[src/rtl/msg_scroller.sv]
// msg_scroller: two-half BCD number entry from switches, then a registered four-digit scrolling window.
// Optional `BCD_CHECK_EN rejects loads containing a nibble above 9 and pulses err.
module msg_scroller #(
  parameter int STEP_CYCLES = 95,
  parameter int GAP = 4
) (
  input  logic        clk190hz,
  input  logic        reset,
  input  logic [15:0] sw,
  input  logic        btn_load,
  input  logic        btn_run,
  input  logic        btn_back,
  output logic [31:0] number,
  output logic [15:0] data_bus,
  output logic        entry_hi,
  output logic        scrolling,
  output logic        paused,
  output logic        err
);
  localparam int L = 8 + GAP;
  localparam int TW = $clog2(STEP_CYCLES);
  localparam int MW = 4 * L + 12;
  typedef enum logic [1:0] {S_HI, S_LO, S_SC} state_t;
  state_t r_state, w_state_n;
  logic [2:0] r_s0, r_s1, r_s2, w_ev;
  logic w_back, w_load, w_run, w_bad, w_commit, w_start, w_adv, w_wrap;
  logic [31:0] r_number, w_num_n;
  logic [15:0] r_data;
  logic [3:0] r_pos, w_pos_n;
  logic [TW-1:0] r_tick, w_tick_n;
  logic r_paused, w_paused_n;
  logic [MW-1:0] w_rot;
  // Preset high so a button held through reset reads as already pressed and needs a release first.
  always_ff @(posedge clk190hz)
    if (reset) begin
      r_s0 <= '1;
      r_s1 <= '1;
      r_s2 <= '1;
    end else begin
      r_s0 <= {btn_back, btn_load, btn_run};
      r_s1 <= r_s0;
      r_s2 <= r_s1;
    end
  assign w_ev = r_s1 & ~r_s2;
  assign w_back = w_ev[2];
  assign w_load = w_ev[1] & ~w_ev[2];
  assign w_run = w_ev[0] & ~|w_ev[2:1];
`ifdef BCD_CHECK_EN
  assign w_bad = (sw[15:12] > 4'd9) | (sw[11:8] > 4'd9) | (sw[7:4] > 4'd9) | (sw[3:0] > 4'd9);
  logic r_err;
  always_ff @(posedge clk190hz)
    if (reset) r_err <= 1'b0;
    else r_err <= w_load & w_bad & (r_state != S_SC);
  assign err = r_err;
`else
  assign w_bad = 1'b0;
  assign err = 1'b0;
`endif
  assign w_commit = w_load & ~w_bad & (r_state != S_SC);
  assign w_start = w_commit & (r_state == S_LO);
  always_ff @(posedge clk190hz)
    if (reset) r_state <= S_HI;
    else r_state <= w_state_n;
  always_comb
    w_state_n = w_back ? S_HI : w_commit ? (r_state == S_HI ? S_LO : S_SC) : r_state;
  // The edge that toggles pause, and the edge that resumes, leave tick untouched.
  always_comb begin
    w_adv = (r_state == S_SC) & ~r_paused & ~w_run & ~w_back;
    w_wrap = w_adv & (r_tick == TW'(STEP_CYCLES - 1));
    w_num_n = w_back ? '0 : (w_commit & (r_state == S_HI)) ? {sw, r_number[15:0]} :
              w_commit ? {r_number[31:16], sw} : r_number;
    w_tick_n = (w_back | w_start | w_wrap) ? '0 : w_adv ? r_tick + 1'b1 : r_tick;
    w_pos_n = (w_back | w_start) ? '0 : w_wrap ? (r_pos == 4'(L - 1) ? '0 : r_pos + 1'b1) : r_pos;
    w_paused_n = (w_back | w_start) ? 1'b0 : ((r_state == S_SC) & w_run) ? ~r_paused : r_paused;
    w_rot = {w_num_n, {GAP{4'hB}}, w_num_n[31:20]} << {w_pos_n, 2'b00};
  end
  always_ff @(posedge clk190hz)
    if (reset) begin
      r_number <= '0;
      r_data <= 16'hBBBB;
      r_pos <= '0;
      r_tick <= '0;
      r_paused <= 1'b0;
    end else begin
      r_number <= w_num_n;
      r_data <= (w_state_n == S_SC) ? w_rot[MW-1 -: 16] : sw;
      r_pos <= w_pos_n;
      r_tick <= w_tick_n;
      r_paused <= w_paused_n;
    end
  always_comb begin
    entry_hi = r_state == S_HI;
    scrolling = r_state == S_SC;
    number = r_number;
    data_bus = r_data;
    paused = r_paused;
  end
endmodule

[config.mk]
export PLATFORM = sky130hd
export DESIGN_NAME = msg_scroller
export DESIGN_NICKNAME = d
export VERILOG_FILES = /design/src/rtl/msg_scroller.sv
export SDC_FILE = /design/constraint.sdc
export NUM_CORES = 1
export LEC_CHECK = 0
export BUFFER_PORTS_ARGS = -buffer_cell sky130_fd_sc_hd__buf_2
export CAP_MARGIN = 20
export CORE_UTILIZATION = 45
export CTS_BUF_LIST = sky130_fd_sc_hd__clkbuf_8
export DETAILED_ROUTE_END_ITERATION = 7
export GPL_TIMING_DRIVEN = 1
export PLACE_DENSITY_LB_ADDON = 0.25
export SLEW_MARGIN = 20
export SYNTH_ARGS = -nofsm -noshare
export SYNTH_HDL_FRONTEND = slang
export SYNTH_SLANG_ARGS = --single-unit
[constraint.sdc]
create_clock -name clk190hz -period 4.49 [get_ports clk190hz]
set_input_delay 0.2245 -clock clk190hz [delete_from_list [all_inputs] [get_ports clk190hz]]
set_output_delay 0.2245 -clock clk190hz [all_outputs]
set_load 0.1 [all_outputs]
==> key figures <==
Critical path
  – Buf/Inv on CP: 0
  – Worst setup path endpoint: data_bus[2]$_SDFF_PP0_
  – Crit path DAT: 3.58 ns
  – Critical Path Stages: 7
  – Worst Path Required: 4.75 ns
  – R2R Setup Slk: 1.17 ns
  – Worst reg2reg startpoint: r_s2[1]$_SDFF_PP1_
  – R2R cell count: 7
  – Crit-path slowest cell: a32oi_4
  – CP startpoint kind: flip-flop
  – RR Endpoint: data_bus[2]$_SDFF_PP0_
  – Crit. End Element: flip-flop
  – CP Class: reg -> reg
  – CP delay by family, top: compound AO/OA/AOI/OAI gates
  – Worst Setup SP: r_s2[1]$_SDFF_PP1_
  – CP Max Fanout: 25
  – CP peak stage delay: 0.75 ns
  – CP cell instances: nand2b_2 -> a2111oi_4 -> o2111ai_2 -> a32oi_4 -> and2_1 -> a32oi_1 -> a311oi_1

STA
  – Tmin final: 3.32 ns
  – Setup Skew: 0.0114 ns
  – Pins Over Slew Limit: 0
  – Crit share post-route: 73.9%
  – Setup violations, final: 0
  – Slew HR: 27.5%
  – TNS Setup: 0 ns
  – RSZ-0062 raised after global routing: no
  – Hold Vio Cnt, Final: 0
  – Max Freq: 301 MHz
  – Worst-margin pin slew: 1.09 ns

Finish
  – Fillers: 830
  – Reg area: 1420 sq um
  – Footprint of the multi-input gates: 2300 sq um
  – Area Overhead vs Synth: 13.1%
  – Ant diodes: 0
  – Util after Layout: 53.5%
  – Layout cells sized above 1: 21.8%
  – Final std cells w/o fill: 650
  – # nets final: 564

Route
  – Post-route DRC: 0
  – Via count: 3918
  – Wire per inst: 18.1 um
  – Antenna Nets Post-Route: 0
  – Iteration-0 DRC Markers: 503
  – Final Routed Wirelength: 11800 um
  – DR pass1 iterations: 6
  – Vias/cell: 6.03

Logic synthesis
  – EDFF count, synth: 0
  – Number of synthesized register bits: 71
  – Syn_area_per_cell: 8.07 sq um
  – Synth area leaders: dfxtp_1 36%, mux2i_1 7.4%, a21oi_1 6.1%
  – Post-Syn Instances: 489
  – Async SR Flop Fraction: 0%
  – Ys Warns: 0
  – Synth top cells by count: 71 x dfxtp_1, 62 x nand2_1, 48 x a21oi_1, 46 x nor2_1, 29 x mux2i_1
  – Post-synth cell types: 62
  – Top_reg_cell synth: dfxtp_1
  – Syn nets: 513
  – Synthesized area: 3950 sq um
  – Area leader, netlist: dfxtp_1
  – Top cell type's share of synthesized area: 36.0%
  – Part of the Yosys area used for sequential elements: 36.0%
  – Most common cell in the netlist: dfxtp_1

Placement
  – Final HPWL from detailed placement: 8430 um
  – Routability Congestion: 0.959
  – Placed insts: 634
  – IO Port Bufs: 71

Clock network
  – Clk sinks: 71
  – Bufs on Longest Clock Path: 2
  – Hold buffers post-CTS: 0
  – Max H-tree Level: 3
  – TritonCTS clock tree: yes
  – Worst skew pair latency: 0.36 ns
  – CTS Root Buffer Type: clkbuf_8
  – CTS Buf Count: 9
  – Clk slew on worst S/H paths: 0.08 ns
  – Resize count post-CTS: 0
  – Postcts setup bufs: 0

Global route
  – Largest net degree at the start of global routing: 67
  – Total Routing Usage GR: 27.0%
  – Grt total ovfl: 0
  – Initial antenna violation count: 0
  – Number of global-route vias before repair: 3480
  – First-pass GRT wire length: 18500 um

Die
  – Die Ht: 95.6 um
  – Row count: 33
  – Initial Util: 47.3%
  – Die ar.: 9150 sq um
  – Core ar.: 8340 sq um
  – Chip width: 95.6 um
  – I/O Pins: 73

Power
  – Total power: 1.30 mW
  – VDD IR max: 0.000165 V
  – P_leak: 1.90 nW
  – P per Cell Area: 290 nW/um^2

Outcome
  – Run status: completed

Worst hold path
  – Hold Crit Class: in -> reg

Flow run
  – Number of max-cap violations: 0
## where the power goes
part	internal, mW	switching (mW)	leakage [nW]
Combinational	0.0336	0.141	1.24
Clock	0.212	0.259	0.0895
Sequential	0.644	0.00561	0.579
## cells in the final DEF (no fill, tap or decap), types with 10 or more instances in the layout
| cell | netlist | layout |
|---|---|---|
| mux2i_1 | 29 | 29 |
| and3_1 | 15 | 15 |
| nor3_1 | 11 | 11 |
| nor2_1 | 46 | 45 |
| a21oi_1 | 48 | 48 |
| o21ai_1 | 11 | 11 |
| nand2_1 | 62 | 62 |
| nand3_1 | 23 | 23 |
| buf_2 | 6 | 71 |
| dfxtp_1 | 71 | 71 |
| clkbuf_8 | 0 | 10 |
| o21ai_0 | 11 | 11 |
## final cells by class
class                      instances  share of cell area, %
sequential                        71                   31.8
tap                              105                   2.94
multi-input combinational        373                   51.6
inverter                           8                  0.673
timing repair buffer              77                   8.97
clock inverter                     6                  0.841
clock buffer                      10                   3.08
## worst reg2reg max path, delay by kind of cell (launching register included)
| family | cells | cell delay [ns] |
|---|---|---|
| DFF | 1 | 0.33 |
| and+or+nand+nor | 2 | 0.67 |
| AOI/OAI and AO/OA | 5 | 2.22 |
## registers in the layout (all words and copies together), names as in the netlist
register	flops
number	32
data_bus	16
r_tick	7
r_pos	4
r_s0	3
r_s1	3
r_s2	3
r_state	2
paused	1
## routing by layer
metal / vias to the layer above / global-route usage [%] / routed length (um)
met5: - / 0 / 0
met4: 0 / 9.45 / 208
met3: 22 / 6.70 / 1200
met2: 230 / 36.3 / 4740
met1: 1804 / 40.8 / 5630
li1: 1862 / - / -
## cell families (layout without fill, tap and decap cells)
group / Yosys count / after routing / synth area share (%)
adder cells (fa/ha/maj): 3 / 3 / 0.952
other: 1 / 1 / 0.0951
AO/OA/AOI/OAI: 125 / 125 / 21.3
AND/OR/NAND/NOR: 205 / 205 / 26.1
multiplexers: 33 / 33 / 8.59
flip-flops: 71 / 71 / 36.0
buffers and inverters: 45 / 101 / 5.61
XOR/XNOR: 6 / 6 / 1.33
## through the flow
stage	hold slack, ns	cell area [sq um]	setup WS (ns)
2_1_floorplan	0.328	3950	1.82
3_3_place_gp	0.392	4290	1.07
3_5_place_dp	0.399	4290	1.07
4_1_cts	0.0428	4460	1.00
5_1_grt	0.0430	4460	0.916
6_report	0.0446	4460	1.17
## worst min path at each step
stage / cells past startpoint / to / from / slack, ns
2_1_floorplan: 1 / r_s0[0]$_SDFF_PP1_ / btn_run / 0.33
3_3_place_gp: 1 / r_s1[2]$_SDFF_PP1_ / r_s0[2]$_SDFF_PP1_ / 0.39
3_5_place_dp: 1 / r_s1[2]$_SDFF_PP1_ / r_s0[2]$_SDFF_PP1_ / 0.40
4_1_cts: 2 / r_s0[1]$_SDFF_PP1_ / btn_load / 0.04
5_1_grt: 2 / r_s0[1]$_SDFF_PP1_ / btn_load / 0.04
6_report: 2 / r_s0[2]$_SDFF_PP1_ / btn_back / 0.04
No activity file was read; power rests on OpenSTA's default activity.
